--- src/rtl/hamming_pkg.sv ---
// Shared Hamming(7,4) definitions: bit positions [7:1], encoder, and the decoder's syndrome.
package hamming_pkg;

  localparam int P1 = 1;
  localparam int P2 = 2;
  localparam int D0 = 3;
  localparam int P4 = 4;
  localparam int D1 = 5;
  localparam int D2 = 6;
  localparam int D3 = 7;

  localparam int DEPTH_DEF = 4;

  typedef enum logic {
    INJ_IDLE  = 1'b0,
    INJ_ARMED = 1'b1
  } inj_state_t;

  function automatic logic [7:1] hamming_encode(input logic [3:0] n);
    logic [7:1] c;
    c     = '0;
    c[D0] = n[0];
    c[D1] = n[1];
    c[D2] = n[2];
    c[D3] = n[3];
    c[P1] = n[0] ^ n[1] ^ n[3];
    c[P2] = n[0] ^ n[2] ^ n[3];
    c[P4] = n[1] ^ n[2] ^ n[3];
    return c;
  endfunction

  // Syndrome value equals the position of a single flipped bit, 0 when clean.
  function automatic logic [2:0] hamming_syndrome(input logic [7:1] d);
    return {d[4] ^ d[5] ^ d[6] ^ d[7],
            d[2] ^ d[3] ^ d[6] ^ d[7],
            d[1] ^ d[3] ^ d[5] ^ d[7]};
  endfunction

  // One-hot mask at a bit position; position 0 yields an all-zero mask.
  function automatic logic [7:1] pos_mask(input logic [2:0] pos);
    logic [7:1] m;
    m = '0;
    for (int i = 1; i <= 7; i++) begin
      m[i] = (pos == 3'(i));
    end
    return m;
  endfunction

endpackage

--- src/rtl/hamming_cw_fifo.sv ---
// Generic DEPTH-entry FIFO for 7-bit codewords with registered count; dout shows the head entry.
module hamming_cw_fifo
  import hamming_pkg::*;
#(
  parameter int DEPTH = DEPTH_DEF
) (
  input  logic                     clk,
  input  logic                     rst,
  input  logic                     push,
  input  logic [7:1]               din,
  input  logic                     pop,
  output logic [7:1]               dout,
  output logic                     full,
  output logic                     empty,
  output logic [$clog2(DEPTH):0]   count
);

  localparam int AW = $clog2(DEPTH);
  localparam logic [AW:0] FULL_CNT = (AW + 1)'(DEPTH);

  logic [7:1]    mem [DEPTH];
  logic [AW-1:0] wr_ptr;
  logic [AW-1:0] rd_ptr;
  logic          push_ok;
  logic          pop_ok;

  assign full    = (count == FULL_CNT);
  assign empty   = (count == '0);
  assign push_ok = push & ~full;
  assign pop_ok  = pop & ~empty;
  assign dout    = mem[rd_ptr];

  always_ff @(posedge clk or posedge rst) begin
    if (rst) begin
      wr_ptr <= '0;
      rd_ptr <= '0;
      count  <= '0;
    end else begin
      if (push_ok) wr_ptr <= wr_ptr + 1'b1;
      if (pop_ok)  rd_ptr <= rd_ptr + 1'b1;
      case ({push_ok, pop_ok})
        2'b10:   count <= count + 1'b1;
        2'b01:   count <= count - 1'b1;
        default: count <= count;
      endcase
    end
  end

  // Storage needs no reset: stale entries are never visible while count is 0.
  always_ff @(posedge clk) begin
    if (push_ok) mem[wr_ptr] <= din;
  end

endmodule

--- src/rtl/hamming_enc_tx.sv ---
// Hamming(7,4) encoder front-end: nibble handshake, optional one-shot bit flip, codeword FIFO.
//
// state      | meaning
// INJ_IDLE   | no injection pending; words are written clean
// INJ_ARMED  | pos_q holds a position to invert in the next accepted word
module hamming_enc_tx
  import hamming_pkg::*;
#(
  parameter int DEPTH = DEPTH_DEF,
  parameter int CNT_W = 16
) (
  input  logic             clk,
  input  logic             rst,
  input  logic             in_valid,
  input  logic [3:0]       in_data,
  output logic             in_ready,
  output logic             cw_valid,
  output logic [7:1]       cw,
  input  logic             cw_ready,
  input  logic             inj_arm,
  input  logic [2:0]       inj_pos,
  output logic             inj_pending,
  output logic [CNT_W-1:0] sent_cnt
);

  inj_state_t              state;
  inj_state_t              state_nxt;
  logic [2:0]              pos_q;
  logic [2:0]              pos_nxt;
  logic [7:1]              inj_mask;
  logic                    accept;
  logic                    xfer;
  logic [7:1]              fifo_dout;
  logic                    fifo_full;
  logic                    fifo_empty;
  logic [$clog2(DEPTH):0]  fifo_count;

  assign in_ready = ~fifo_full;
  assign cw_valid = (fifo_count != '0);
  assign cw       = fifo_empty ? '0 : fifo_dout;
  assign accept   = in_valid & in_ready;
  assign xfer     = cw_valid & cw_ready;

  hamming_cw_fifo #(
    .DEPTH (DEPTH)
  ) u_fifo (
    .clk   (clk),
    .rst   (rst),
    .push  (accept),
    .din   (hamming_encode(in_data) ^ inj_mask),
    .pop   (xfer),
    .dout  (fifo_dout),
    .full  (fifo_full),
    .empty (fifo_empty),
    .count (fifo_count)
  );

  always_ff @(posedge clk or posedge rst) begin
    if (rst) begin
      state <= INJ_IDLE;
      pos_q <= '0;
    end else begin
      state <= state_nxt;
      pos_q <= pos_nxt;
    end
  end

  // An accept always consumes the injection, including one armed in the same cycle.
  always_comb begin
    state_nxt = state;
    pos_nxt   = pos_q;
    if (inj_arm) begin
      pos_nxt   = inj_pos;
      state_nxt = (inj_pos != 3'd0) ? INJ_ARMED : INJ_IDLE;
    end
    if (accept) begin
      state_nxt = INJ_IDLE;
    end
  end

  always_comb begin
    inj_pending = (state == INJ_ARMED);
    inj_mask    = '0;
    if (inj_arm) begin
      inj_mask = pos_mask(inj_pos);
    end else if (state == INJ_ARMED) begin
      inj_mask = pos_mask(pos_q);
    end
  end

  always_ff @(posedge clk or posedge rst) begin
    if (rst) begin
      sent_cnt <= '0;
    end else if (xfer) begin
      sent_cnt <= sent_cnt + CNT_W'(1);
    end
  end

endmodule

--- config.mk ---
export PLATFORM = sky130hd
export DESIGN_NAME = hamming_enc_tx
export DESIGN_NICKNAME = d
export VERILOG_FILES = /design/src/rtl/hamming_pkg.sv /design/src/rtl/hamming_cw_fifo.sv /design/src/rtl/hamming_enc_tx.sv
export SDC_FILE = /design/constraint.sdc
export NUM_CORES = 1
export LEC_CHECK = 0
export BUFFER_PORTS_ARGS = -buffer_cell sky130_fd_sc_hd__buf_4
export CAP_MARGIN = 5
export CORE_MARGIN = 4
export CORE_UTILIZATION = 40
export CTS_BUF_LIST = sky130_fd_sc_hd__clkbuf_4
export DETAILED_ROUTE_END_ITERATION = 8
export GPL_ROUTABILITY_DRIVEN = 0
export PLACE_DENSITY_LB_ADDON = 0.3
export SYNTH_ARGS = -nofsm -noshare
export SYNTH_HDL_FRONTEND = slang
export SYNTH_SLANG_ARGS = --single-unit
--- constraint.sdc ---
create_clock -name clk -period 2.2 [get_ports clk]
set_input_delay 0.44 -clock clk [delete_from_list [all_inputs] [get_ports clk]]
set_output_delay 0.44 -clock clk [all_outputs]
set_load 0.05 [all_outputs]
==> impl_metrics.yaml <==
drt:
  drt-total-wl_mm: 4.32
  drtPass1Iterations: 4
  viasPerCell: 4.82
  via_count: 1505
  routedWlPerCell_um: 13.8
  drt-initial-drc-count: 78
  drt_drc_violations_left: 0
  ant_nets: 0
floorplan:
  io_pins: 38
  rows: 28
  start_util_pct: 42.1
  die_area_sq_um: 7720
  chipWidth_um: 87.8
  core_sq_um: 6060
  die_h_um: 87.8
placed_design:
  place_ws_ps: 141
  dp_hpwl_mm: 3.22
  portBuffers: 37
  dp.cells: 303
outcome:
  status: "complete, no violations"
global_routing:
  antenna_found_initial: 0
  grt_pass1_wl_mm: 7.29
  gr-total-overflow: 0
  grt_pass1_vias: 1442
  grt_max_degree: 28
  grt.total_usage_pct: 12.4
worst_setup_path:
  critPathCaptureType: "output pin"
  r2r_cells: 10
  path_class: "reg -> out"
  critPathMaxFanout: 5
  required_ps: 1760
  critPathArrivalTime_ps: 1740
  rr_startpoint: "u_fifo.count[1]$_DFFE_PP0P_"
  crit_end: "cw[5]"
  crit_path_start: "u_fifo.rd_ptr[0]$_DFFE_PP0P_"
  reg2reg_to: "u_fifo.count[2]$_DFFE_PP0P_"
  start_kind: "flip-flop"
  r2r_slack_ps: 180
synthesis:
  ys_types: 31
  avgSynthCellArea_sq_um: 13.6
  synth_top_area_cell: "edfxtp_1"
  netlist_instances: 188
  ys_seq_elements: 55
  synthArstFlopShare_pct: 49.1
  synthesis.nets: 207
  synth_commonest_cells: "edfxtp_1, dfrtp_1, xnor2_1, nand2_1, xor2_1"
  yosys.area.top_type_share_pct: 33.0
  seq_area_frac_synth_pct: 59.5
  syn-cell-area_sq_um: 2550
  yosysMostFrequentCell: "edfxtp_1"
  synth_top_flop_cell: "edfxtp_1"
  synth-edff-count: 28
  ys_top_cells_by_area: "edfxtp_1, dfrtp_1, xnor2_1"
  yosysWarnings: 0
power:
  finalPower_mw: 4.02
  p_leak_nw: 1.28
  p_per_area_nw_per_um2: 1310
  peakVddDrop_v: 0.000839
clocking:
  clockBufferDepth: 2
  cts-root-buf: "clkbuf_4"
  numClockSinks: 55
  cts_tree: "yes"
  worstSkewPairLatency_ps: 380
  h-tree-depth: 2
  numCtsBuffers: 5
  cts.clk_slew.worst_paths_ps: 160
final_layout:
  final_nets: 255
  n_antenna_cell: 0
  drive_gt1_share_pct: 28.3
  area_growth_pct: 20.5
  fin_cells: 312
min_path:
  hold_path_class: "in -> async"
timing:
  timing.final.ws_setup_ps: 24.6
  hold_violations: 0
  min_period_over_period_pct: 98.9
  setup_viol: 0
  rsz0062_at_grt: "true"
  period_needed_ps: 2180
  relSlewSlack_pct: 73.0
  tightest_slew_ps: 405
  max_freq_mhz: 460
  skew_ps: 13.2
  slew_viol_final: 0
flow_run:
  cap_viol_max_count: 0
kinds of logic (layout without fill, tap and decap cells):
logic type               count (synthesis)  after routing  synth area share, %
AO/OA/AOI/OAI                           11             11                 3.68
XOR/XNOR                                33             33                 11.3
adder cells (fa/ha/maj)                  7              7                 3.73
buffers and inverters                   15             64                 2.26
flip-flops                              55             55                 59.5
multiplexers                             9              9                 7.02
AND/OR/NAND/NOR                         58             58                 12.5
metrics by stage:
| stage | utilization, % | area, sq um | setup TNS (ps) | hold WS [ps] |
|---|---|---|---|---|
| 6_report | 50.7 | 3070 | 0 | 107 |
| 5_1_grt | 50.7 | 3070 | -307 | 122 |
| 4_1_cts | 50.6 | 3070 | -2.52 | 103 |
| 3_5_place_dp | 48.9 | 2970 | 0 | 467 |
| 3_3_place_gp | 48.9 | 2970 | 0 | 464 |
| 2_1_floorplan | - | 2560 | 0 | 493 |
where the power goes:
group	internal, mW	leakage [nW]	switching, mW
sequential	1.35	0.600	0.202
clock	0.240	0.0432	0.319
combinational	0.746	0.634	1.16
registers in the layout (all words and copies together) (netlist names):
name	cells
u_fifo.count	3
u_fifo.mem	28
inj_pending	1
u_fifo.wr_ptr	2
u_fifo.rd_ptr	2
sent_cnt	16
pos_q	3
per-layer routing:
| metal | vias up | routed length, um | track usage (%) |
|---|---|---|---|
| met5 | - | 0 | 0 |
| met4 | 0 | 54 | 3.77 |
| met3 | 5 | 208 | 3.10 |
| met2 | 29 | 1990 | 18.9 |
| met1 | 708 | 2060 | 17.5 |
| li1 | 763 | - | - |
cell usage in the layout (no fill, tap or decap), drive strengths merged, types with 5 or more instances in the layout:
cell    count
buf        44
edfxtp     28
dfrtp      27
xnor2      20
nand2      13
xor2       13
inv        13
nand3       9
nor2        7
mux4        7
nor2b       7
ha          6
nor3        6
and3        5
clkbuf      5
cell type report:
type | count | area (sq um)
Fill cell | 534 | 2990
Sequential cell | 55 | 1520
Multi-Input combinational cell | 118 | 988
Timing Repair Buffer | 44 | 349
Tap cell | 75 | 93.8
Inverter | 12 | 45.0
Clock inverter | 3 | 42.5
Clock buffer | 5 | 37.5
how the worst min path moves through the flow:
stage,from,end,slack (ps),depth (start not counted)
2_1_floorplan,rst,inj_pending$_DFFE_PP0P_,490,1
3_3_place_gp,sent_cnt[15]$_DFFE_PP0P_,sent_cnt[15]$_DFFE_PP0P_,460,1
3_5_place_dp,sent_cnt[15]$_DFFE_PP0P_,sent_cnt[15]$_DFFE_PP0P_,470,1
4_1_cts,rst,sent_cnt[13]$_DFFE_PP0P_,100,3
5_1_grt,rst,sent_cnt[13]$_DFFE_PP0P_,120,3
6_report,rst,sent_cnt[13]$_DFFE_PP0P_,110,3
worst max-delay path, cell delays in order (launching register included):
cell and delay (ps):
dfrtp_1 400, buf_6 140, mux4_2 520, nor2b_1 160
buf_6 150
what timing repair did:
item	4_1_cts	5_1_grt
setup buffers	1	0
hold buffers	0	0
gates resized for setup	3	3
setup endpoints to repair	4	8
Power figures use the tool's default switching activity.
